===== src/rtl/alu_pipe.sv =====
// Pipelined ALU with registered result and flags, valid/ready handshakes on
// both sides, and an optional iterative 1-bit-per-cycle shifter.
module alu_pipe #(
    parameter int unsigned WIDTH      = 32,
    parameter int unsigned ITER_SHIFT = 0
) (
    input  logic             clk,
    input  logic             rst,
    input  logic             in_valid,
    output logic             in_ready,
    input  logic [WIDTH-1:0] in0,
    input  logic [WIDTH-1:0] in1,
    input  logic [3:0]       op,
    output logic             out_valid,
    input  logic             out_ready,
    output logic [WIDTH-1:0] out,
    output logic             of_detect,
    output logic             carry_detect,
    output logic             zero_detect,
    output logic             err
);

    localparam int unsigned SHW = $clog2(WIDTH);
    localparam int unsigned AW  = WIDTH + 1;

    localparam logic [3:0] OP_AND  = 4'd0;
    localparam logic [3:0] OP_OR   = 4'd1;
    localparam logic [3:0] OP_ADD  = 4'd2;
    localparam logic [3:0] OP_SUB  = 4'd3;
    localparam logic [3:0] OP_SRA  = 4'd4;
    localparam logic [3:0] OP_NOR  = 4'd5;
    localparam logic [3:0] OP_SRL  = 4'd6;
    localparam logic [3:0] OP_SLL  = 4'd7;
    localparam logic [3:0] OP_UADD = 4'd8;
    localparam logic [3:0] OP_XOR  = 4'd9;
    localparam logic [3:0] OP_SLT  = 4'd10;
    localparam logic [3:0] OP_SLTU = 4'd11;

    typedef enum logic {
        IDLE  = 1'b0,
        SHIFT = 1'b1
    } state_t;

    state_t           state;
    logic [WIDTH-1:0] work;
    logic [WIDTH-1:0] work_next;
    logic [SHW-1:0]   count;
    logic [3:0]       sh_op;

    logic [SHW-1:0]   shamt;
    logic             accept;
    logic             is_shift;
    logic             start_shift;

    logic [WIDTH-1:0] add_a;
    logic [WIDTH-1:0] add_b;
    logic             cin;
    logic [WIDTH:0]   sum;
    logic             add_of;

    logic [WIDTH-1:0] res;
    logic             res_of;
    logic             res_cy;
    logic             res_err;

    assign shamt       = in1[SHW-1:0];
    assign in_ready    = (state == IDLE) && (!out_valid || out_ready);
    assign accept      = in_valid && in_ready;
    assign is_shift    = (op == OP_SRA) || (op == OP_SRL) || (op == OP_SLL);
    assign start_shift = accept && (ITER_SHIFT != 0) && is_shift && (shamt != '0);

    // Shared adder: SUB is in0 + ~in1 + 1, UADD pre-shifts in0 by 12.
    always_comb begin
        add_a = in0;
        add_b = in1;
        cin   = 1'b0;
        case (op)
            OP_SUB: begin
                add_b = ~in1;
                cin   = 1'b1;
            end
            OP_UADD: add_a = {in0[WIDTH-13:0], 12'b0};
            default: ;
        endcase
        sum    = {1'b0, add_a} + {1'b0, add_b} + AW'(cin);
        add_of = (add_a[WIDTH-1] == add_b[WIDTH-1]) && (sum[WIDTH-1] != add_a[WIDTH-1]);
    end

    // Single-cycle result; in iterative mode the shifter only sees shamt == 0 here.
    always_comb begin
        res     = '0;
        res_of  = 1'b0;
        res_cy  = 1'b0;
        res_err = 1'b0;
        case (op)
            OP_AND:  res = in0 & in1;
            OP_OR:   res = in0 | in1;
            OP_NOR:  res = ~(in0 | in1);
            OP_XOR:  res = in0 ^ in1;
            OP_ADD, OP_SUB, OP_UADD: begin
                res    = sum[WIDTH-1:0];
                res_of = add_of;
                res_cy = sum[WIDTH];
            end
            OP_SRA:  res = (ITER_SHIFT != 0) ? in0 : WIDTH'($signed(in0) >>> shamt);
            OP_SRL:  res = (ITER_SHIFT != 0) ? in0 : (in0 >> shamt);
            OP_SLL:  res = (ITER_SHIFT != 0) ? in0 : (in0 << shamt);
            OP_SLT:  res = {{(WIDTH-1){1'b0}}, $signed(in0) < $signed(in1)};
            OP_SLTU: res = {{(WIDTH-1){1'b0}}, in0 < in1};
            default: res_err = 1'b1;
        endcase
    end

    always_comb begin
        case (sh_op)
            OP_SRA:  work_next = {work[WIDTH-1], work[WIDTH-1:1]};
            OP_SRL:  work_next = {1'b0, work[WIDTH-1:1]};
            default: work_next = {work[WIDTH-2:0], 1'b0};
        endcase
    end

    always_ff @(posedge clk) begin
        if (rst) begin
            state        <= IDLE;
            work         <= '0;
            count        <= '0;
            sh_op        <= '0;
            out_valid    <= 1'b0;
            out          <= '0;
            of_detect    <= 1'b0;
            carry_detect <= 1'b0;
            zero_detect  <= 1'b0;
            err          <= 1'b0;
        end else begin
            if (out_valid && out_ready) begin
                out_valid <= 1'b0;
            end
            case (state)
                IDLE: begin
                    if (start_shift) begin
                        work  <= in0;
                        count <= shamt;
                        sh_op <= op;
                        state <= SHIFT;
                    end else if (accept) begin
                        out          <= res;
                        of_detect    <= res_of;
                        carry_detect <= res_cy;
                        zero_detect  <= (res == '0);
                        err          <= res_err;
                        out_valid    <= 1'b1;
                    end
                end
                SHIFT: begin
                    work  <= work_next;
                    count <= count - SHW'(1);
                    if (count == SHW'(1)) begin
                        out          <= work_next;
                        of_detect    <= 1'b0;
                        carry_detect <= 1'b0;
                        zero_detect  <= (work_next == '0);
                        err          <= 1'b0;
                        out_valid    <= 1'b1;
                        state        <= IDLE;
                    end
                end
                default: state <= IDLE;
            endcase
        end
    end

endmodule


===== config.mk =====
export PLATFORM = sky130hd
export DESIGN_NAME = alu_pipe
export DESIGN_NICKNAME = d
export VERILOG_FILES = /design/src/rtl/alu_pipe.sv
export SDC_FILE = /design/constraint.sdc
export NUM_CORES = 1
export LEC_CHECK = 0
export BUFFER_PORTS_ARGS = -buffer_cell sky130_fd_sc_hd__buf_2
export CELL_PAD_IN_SITES_DETAIL_PLACEMENT = 1
export CELL_PAD_IN_SITES_GLOBAL_PLACEMENT = 1
export CORE_MARGIN = 3
export CORE_UTILIZATION = 34
export DETAILED_ROUTE_END_ITERATION = 8
export PLACE_DENSITY = 0.64
export SYNTH_ARGS = -nofsm -noshare
export SYNTH_HDL_FRONTEND = slang
export SYNTH_SLANG_ARGS = --single-unit

===== constraint.sdc =====
create_clock -name clk -period 17.4 [get_ports clk]
set_clock_uncertainty 0.2 [all_clocks]
set_input_delay 1.74 -clock clk [delete_from_list [all_inputs] [get_ports clk]]
set_output_delay 1.74 -clock clk [all_outputs]
set_load 0.02 [all_outputs]

* After elaboration in Yosys (flattened, before gate mapping)
Cells that the tools add are included.
** Word-level totals
- Register bits :: 74
- Input bits :: 72
** Operators by class
- Add/sub/neg operators :: 3
- Order comparisons :: 2
- Equality and inequality tests :: 16
- Shift operators :: 3
- Multiplexer cells :: 28
- Bitwise gates (word level) :: 6
- Reduce and logical (&&, ||, !) cells :: 12
** Operators by type and width (number)
- $pmux 32 s10 :: 1
- $mux 32 :: 4
- $logic_not 32->1 :: 2
- $lt 32x32->1 :: 2
- $not 32->32 :: 2
- $pmux 32 s2 :: 1
- $add 32x32->33 :: 1
- $add 33x1->33 :: 1
- $and 32x32->32 :: 1
- $or 32x32->32 :: 1
- $shl 32x5->32 :: 1
- $shr 32x5->32 :: 1
- $sshr 32x5->32 :: 1
- $xor 32x32->32 :: 1
- $mux 31 :: 1
- $eq 4x3->1 const B :: 4
- $eq 4x4->1 const B :: 4
- $mux 1 :: 14
- $pmux 1 s2 :: 6
- $reduce_or 12->1 :: 1
- $eq 4x2->1 const B :: 2
- $eq 5x1->1 const B :: 1
- $mux 5 :: 1
- $sub 5x1->5 const B :: 1
- other kinds (12) :: 15

* Logic depth before layout (Yosys ltp)
- Depth in word-level cells :: 9
- Mapped depth :: 21

* Least setup slack after synthesis
No wires, ideal clock.
- Kind :: input -> register
- From :: in op[1]
- To :: reg zero_detect
- Setup time :: 0.061 ns
- Arrival :: 6.560 ns
- Data required time :: 17.139 ns
- Slack :: 10.579 ns
- Stages :: 19
- Buffers on the path :: 5
- Cell sequence :: buf_2 > clkbuf_1 > clkbuf_1 > buf_1 > nand2_1 > nor3_1 > clkbuf_1 > xnor2_1 > fa_1 > a21o_1 > a221oi_1 > o31ai_1 > xor2_1 > a221o_1 > a2111o_1 > nor4_2 > nand4b_1 > nor4_1 > a32o_1
** Between the ends
- Longest elaborated chain between the ends :: 8
- Elaborated cells on any way between the ends :: 22
** Ends and longest elaborated chain
- from (decl) :: line 13 : input logic [3:0] op,
- $eq 4x4->1 or $eq 4x2->1 (tied branches) :: line 77, 95
- $mux 32 :: line 77 : case (op)
- $add 32x32->33 :: line 85 : sum = {1'b0, add_a} + {1'b0, add_b} + AW'(cin);
- $add 33x1->33 :: line 85
- $pmux 32 s10 (*) :: line 95 : case (op)
- $logic_not 32->1 (*) :: line 149 : zero_detect <= (res == '0);
- $mux 1 (*) :: line 145 : end else if (accept) begin
- $pmux 1 s2 (*) :: line 138 : case (state)
- to (signal assigned) :: line 149
- to (signal assigned) :: line 161 : zero_detect <= (work_next == '0);
- to (decl) :: line 19 : output logic zero_detect,
Mark *: on every way between the ends. The rest lies on a longest branch, timed or not. The select of a mux whose other input is x is not followed.
A chain may end at the register's enable or synchronous reset.

* Worst setup path after layout
- From :: in op[3]
- To :: reg zero_detect
Same word-level chain as after synthesis.

==> impl_metrics.py <==
metrics = {
    "pwr": {
        "p_switching_uw": 324,
        "leakage_uw": 0.00525,
        "intPower_uw": 299,
        "pwr-share-comb_pct": 68.1,
        "ir_worst_vdd_uv": 68.3,
        "pwr-share-clk_pct": 14.6,
        "power_density_mw_per_mm2": 49.7,
        "switching_share_pct": 52.0,
        "seqPwrFrac_pct": 17.3,
    },
    "synthesis": {
        "synth-async-reset-ratio_pct": 0,
        "synth_flop_cell": "dfxtp_1",
        "yosysWarnings": 0,
        "yosys.cell_types.count": 92,
        "syn-cell-area_sq_mm": 0.0116,
        "syn_nets": 1825,
        "synth-edff-count": 0,
        "syn_avg_cell_area_sq_um": 7.17,
        "ys_seq_area_share_pct": 7.40,
        "syn_inst": 1622,
        "synth-seq-cells": 43,
    },
    "finish": {
        "final_common_cell": "nor2_1",
        "seq_area_sq_um": 861,
        "layout-drive-gt1-share_pct": 14.2,
        "n_fill_cell": 4224,
        "final_cell_mix": "nor2_1 (183), nand2_1 (139), ha_1 (130), a21oi_1 (116), buf_2 (106)",
        "fin_nets": 1835,
        "antenna_cells": 0,
        "multi_input_area_sq_mm": 0.00989,
        "area_delta_synth_final_pct": 7.75,
    },
    "grt": {
        "grt_pass1_vias": 13661,
        "grt_max_degree": 76,
        "antenna_found_initial": 0,
        "grt_overflow": 0,
        "grt_pass1_wl_mm": 92.2,
        "grt_use_total_pct": 33.8,
    },
    "route": {
        "ant_nets": 0,
        "viasPerCell": 6.67,
        "avgRoutedWirePerCell_microns": 30.5,
        "drt_first_pass_iters": 5,
        "wl_mm": 63.5,
        "drc": 0,
        "drt_iter0_drc": 1358,
        "via_count": 13881,
    },
    "placed_design": {
        "dp_hpwl_mm": 49.4,
        "port_buffers": 109,
        "place_ws_ns": 10.30,
        "place.gp.congestion": 1.09,
    },
    "worst_setup_path": {
        "reg2reg_to": "zero_detect",
        "r2r_cells": 12,
        "start_kind": "input port",
        "ff2ff_setup_slack_ns": 14.28,
        "critical_path_required_ns": 17.42,
        "crit_arrival_ns": 6.98,
        "r2r_start": "state",
        "crit_type": "in -> reg",
        "worstSetupEndpointType": "flip-flop",
        "cp_max_fo": 55,
    },
    "floorplanning": {
        "initial_core_util_pct": 34.6,
        "dieArea_sq_mm": 0.0365,
        "row_count": 67,
        "die_x_microns": 191,
        "die_h_microns": 191,
        "ios": 110,
        "core_sq_mm": 0.0336,
    },
    "sta": {
        "min_period_ns": 6.96,
        "worst_pin_slew_ns": 1.30,
        "max_freq_mhz": 144,
        "maxSlewViolCount": 0,
        "final_hold_viol_count": 0,
        "fin_tns_setup_ns": 0,
        "setup_ws_ns": 10.44,
        "grt_setup_unrepaired": "false",
        "setup_viol": 0,
        "fin_crit_sh_pct": 40.0,
        "relSlewSlack_pct": 12.8,
    },
    "worst_hold_path": {
        "hold_start": "of_detect",
        "hp-class": "reg -> reg",
        "whs_path_depth": 2,
        "whs_endpoint": "of_detect",
    },
    "run_status": {
        "status": "complete, no violations",
    },
    "clocking": {
        "cts.sinks": 43,
        "clk_latency_ns": 0.28,
        "cts_hold_buf": 0,
        "postCtsSetupBuffers": 0,
        "clockRootBuffer": "clkbuf_16",
        "numCtsBuffers": 5,
        "ctsResizeCount": 0,
        "h-tree-depth": 2,
        "cts_tree": "done",
        "clock_path_buffers": 2,
        "clk_pin_slew_ns": 0.05,
    },
    "job": {
        "maxCapViolCount": 0,
    },
}
-- how the worst max path moves through the flow --
stage | startpoint | to | cells after the start | slack [ns]
floorplan | op[1] | zero_detect | 19 | 10.58
global placement | op[3] | zero_detect | 17 | 10.38
CTS | op[3] | zero_detect | 17 | 10.58
detailed placement | op[3] | zero_detect | 17 | 10.30
global route | op[3] | zero_detect | 17 | 10.05
finish | op[3] | zero_detect | 16 | 10.44
-- power by group through the flow --
stage | clock network (uW) | logic [uW] | registers [uW]
final | 91.0 | 424 | 108
after global routing | 98.0 | 448 | 108
after CTS | 94.1 | 410 | 108
after detailed placement | 0 | 408 | 110
after global placement | 0 | 404 | 110
after floorplan | 0 | 255 | 116
-- cells by family after synthesis --
| family | share of synthesized area [%] |
|---|---|
| and+or+nand+nor | 21.6 |
| adders and majority gates | 14.2 |
| AOI/OAI and AO/OA | 29.5 |
| xor gates and xnor gates | 4.22 |
| buffers and inverters | 7.89 |
| DFF | 7.40 |
| muxes | 15.2 |
-- metal layers --
| metal | up-vias | routed length (microns) | part of all wire, % | track usage (%) |
|---|---|---|---|---|
| met1 | 6846 | 25700 | 40 | 43.4 |
| met4 | 0 | 4640 | 7.3 | 19.0 |
| met5 | - | 0 | 0 | 0 |
| li1 | 6043 | - | - | - |
| met2 | 788 | 27200 | 43 | 52.9 |
| met3 | 204 | 5980 | 9.4 | 6.79 |
-- sequential cells by signal, summed over array words and instances, names as in the netlist --
| signal | cells |
|---|---|
| count | 5 |
| of_detect | 1 |
| zero_detect | 1 |
| out_valid | 1 |
| carry_detect | 1 |
| state | 1 |
| out | 32 |
| err | 1 |
-- cell usage after synthesis (9+ instances only) --
cell	count	share of area [%]
a21o_1	14	0.90
mux2i_1	73	6.3
nor3_1	30	1.3
and3_1	14	0.75
nor2b_1	16	0.86
nor2_1	184	5.9
xor2_1	10	0.75
clkbuf_1	77	2.5
o31ai_1	12	0.77
a221oi_1	19	1.4
xnor2_1	46	3.5
a21oi_1	117	5.0
nand2b_1	10	0.54
nand2_1	139	4.5
buf_1	16	0.52
nand4_1	16	0.86
nand3_1	48	2.1
dfxtp_1	43	7.4
a22oi_1	34	2.2
inv_1	85	2.7
o21ai_0	94	4.0
ha_1	130	14
buf_2	29	1.2
a22o_1	14	1.1
a211oi_1	29	1.9
and2_1	16	0.86
o22ai_1	23	1.2
mux4_2	30	5.8
nor4_1	13	0.70
mux2_2	31	3.0
o211ai_1	26	1.7
a31oi_1	16	0.86
a2111oi_0	9	0.68
-- area by class of cell --
| type | count | share of cell area (%) |
|---|---|---|
| clock inverters | 1 | 0.0399 |
| well taps | 448 | 4.47 |
| repair buffers | 135 | 5.97 |
| flip-flops and latches | 43 | 6.87 |
| clock buffers | 6 | 1.11 |
| multi-input cells | 1359 | 78.9 |
| inverters | 88 | 2.63 |
-- critical path, stage by stage --
cell,delay [ns]
buf_2,0.08
buf_4,0.44
nor4b_4,0.30
buf_4,0.53
nor2_1,0.09
ha_1,0.39
a21oi_1,0.45
o21ai_0,0.30
nor3_1,0.20
a31oi_1,0.21
a31oi_1,0.40
xnor2_1,0.13
a2111oi_0,1.09
nand3_1,0.14
nor4_1,0.24
a32o_1,0.20
-- stage by stage --
stage               hold WS, ns  power, uW  util (%)  instance area (sq um)  cells
finish                    0.265        623      37.3                  12500   2080
global route              0.297        655      37.3                  12500   2080
CTS                       0.264        612      37.3                  12500   2080
detailed placement        0.256        518      36.9                  12400   2073
global placement          0.251        513      36.9                  12400   2073
floorplan                 0.269        371         -                  11600   1622
No activity file was read; power rests on OpenSTA's default activity.
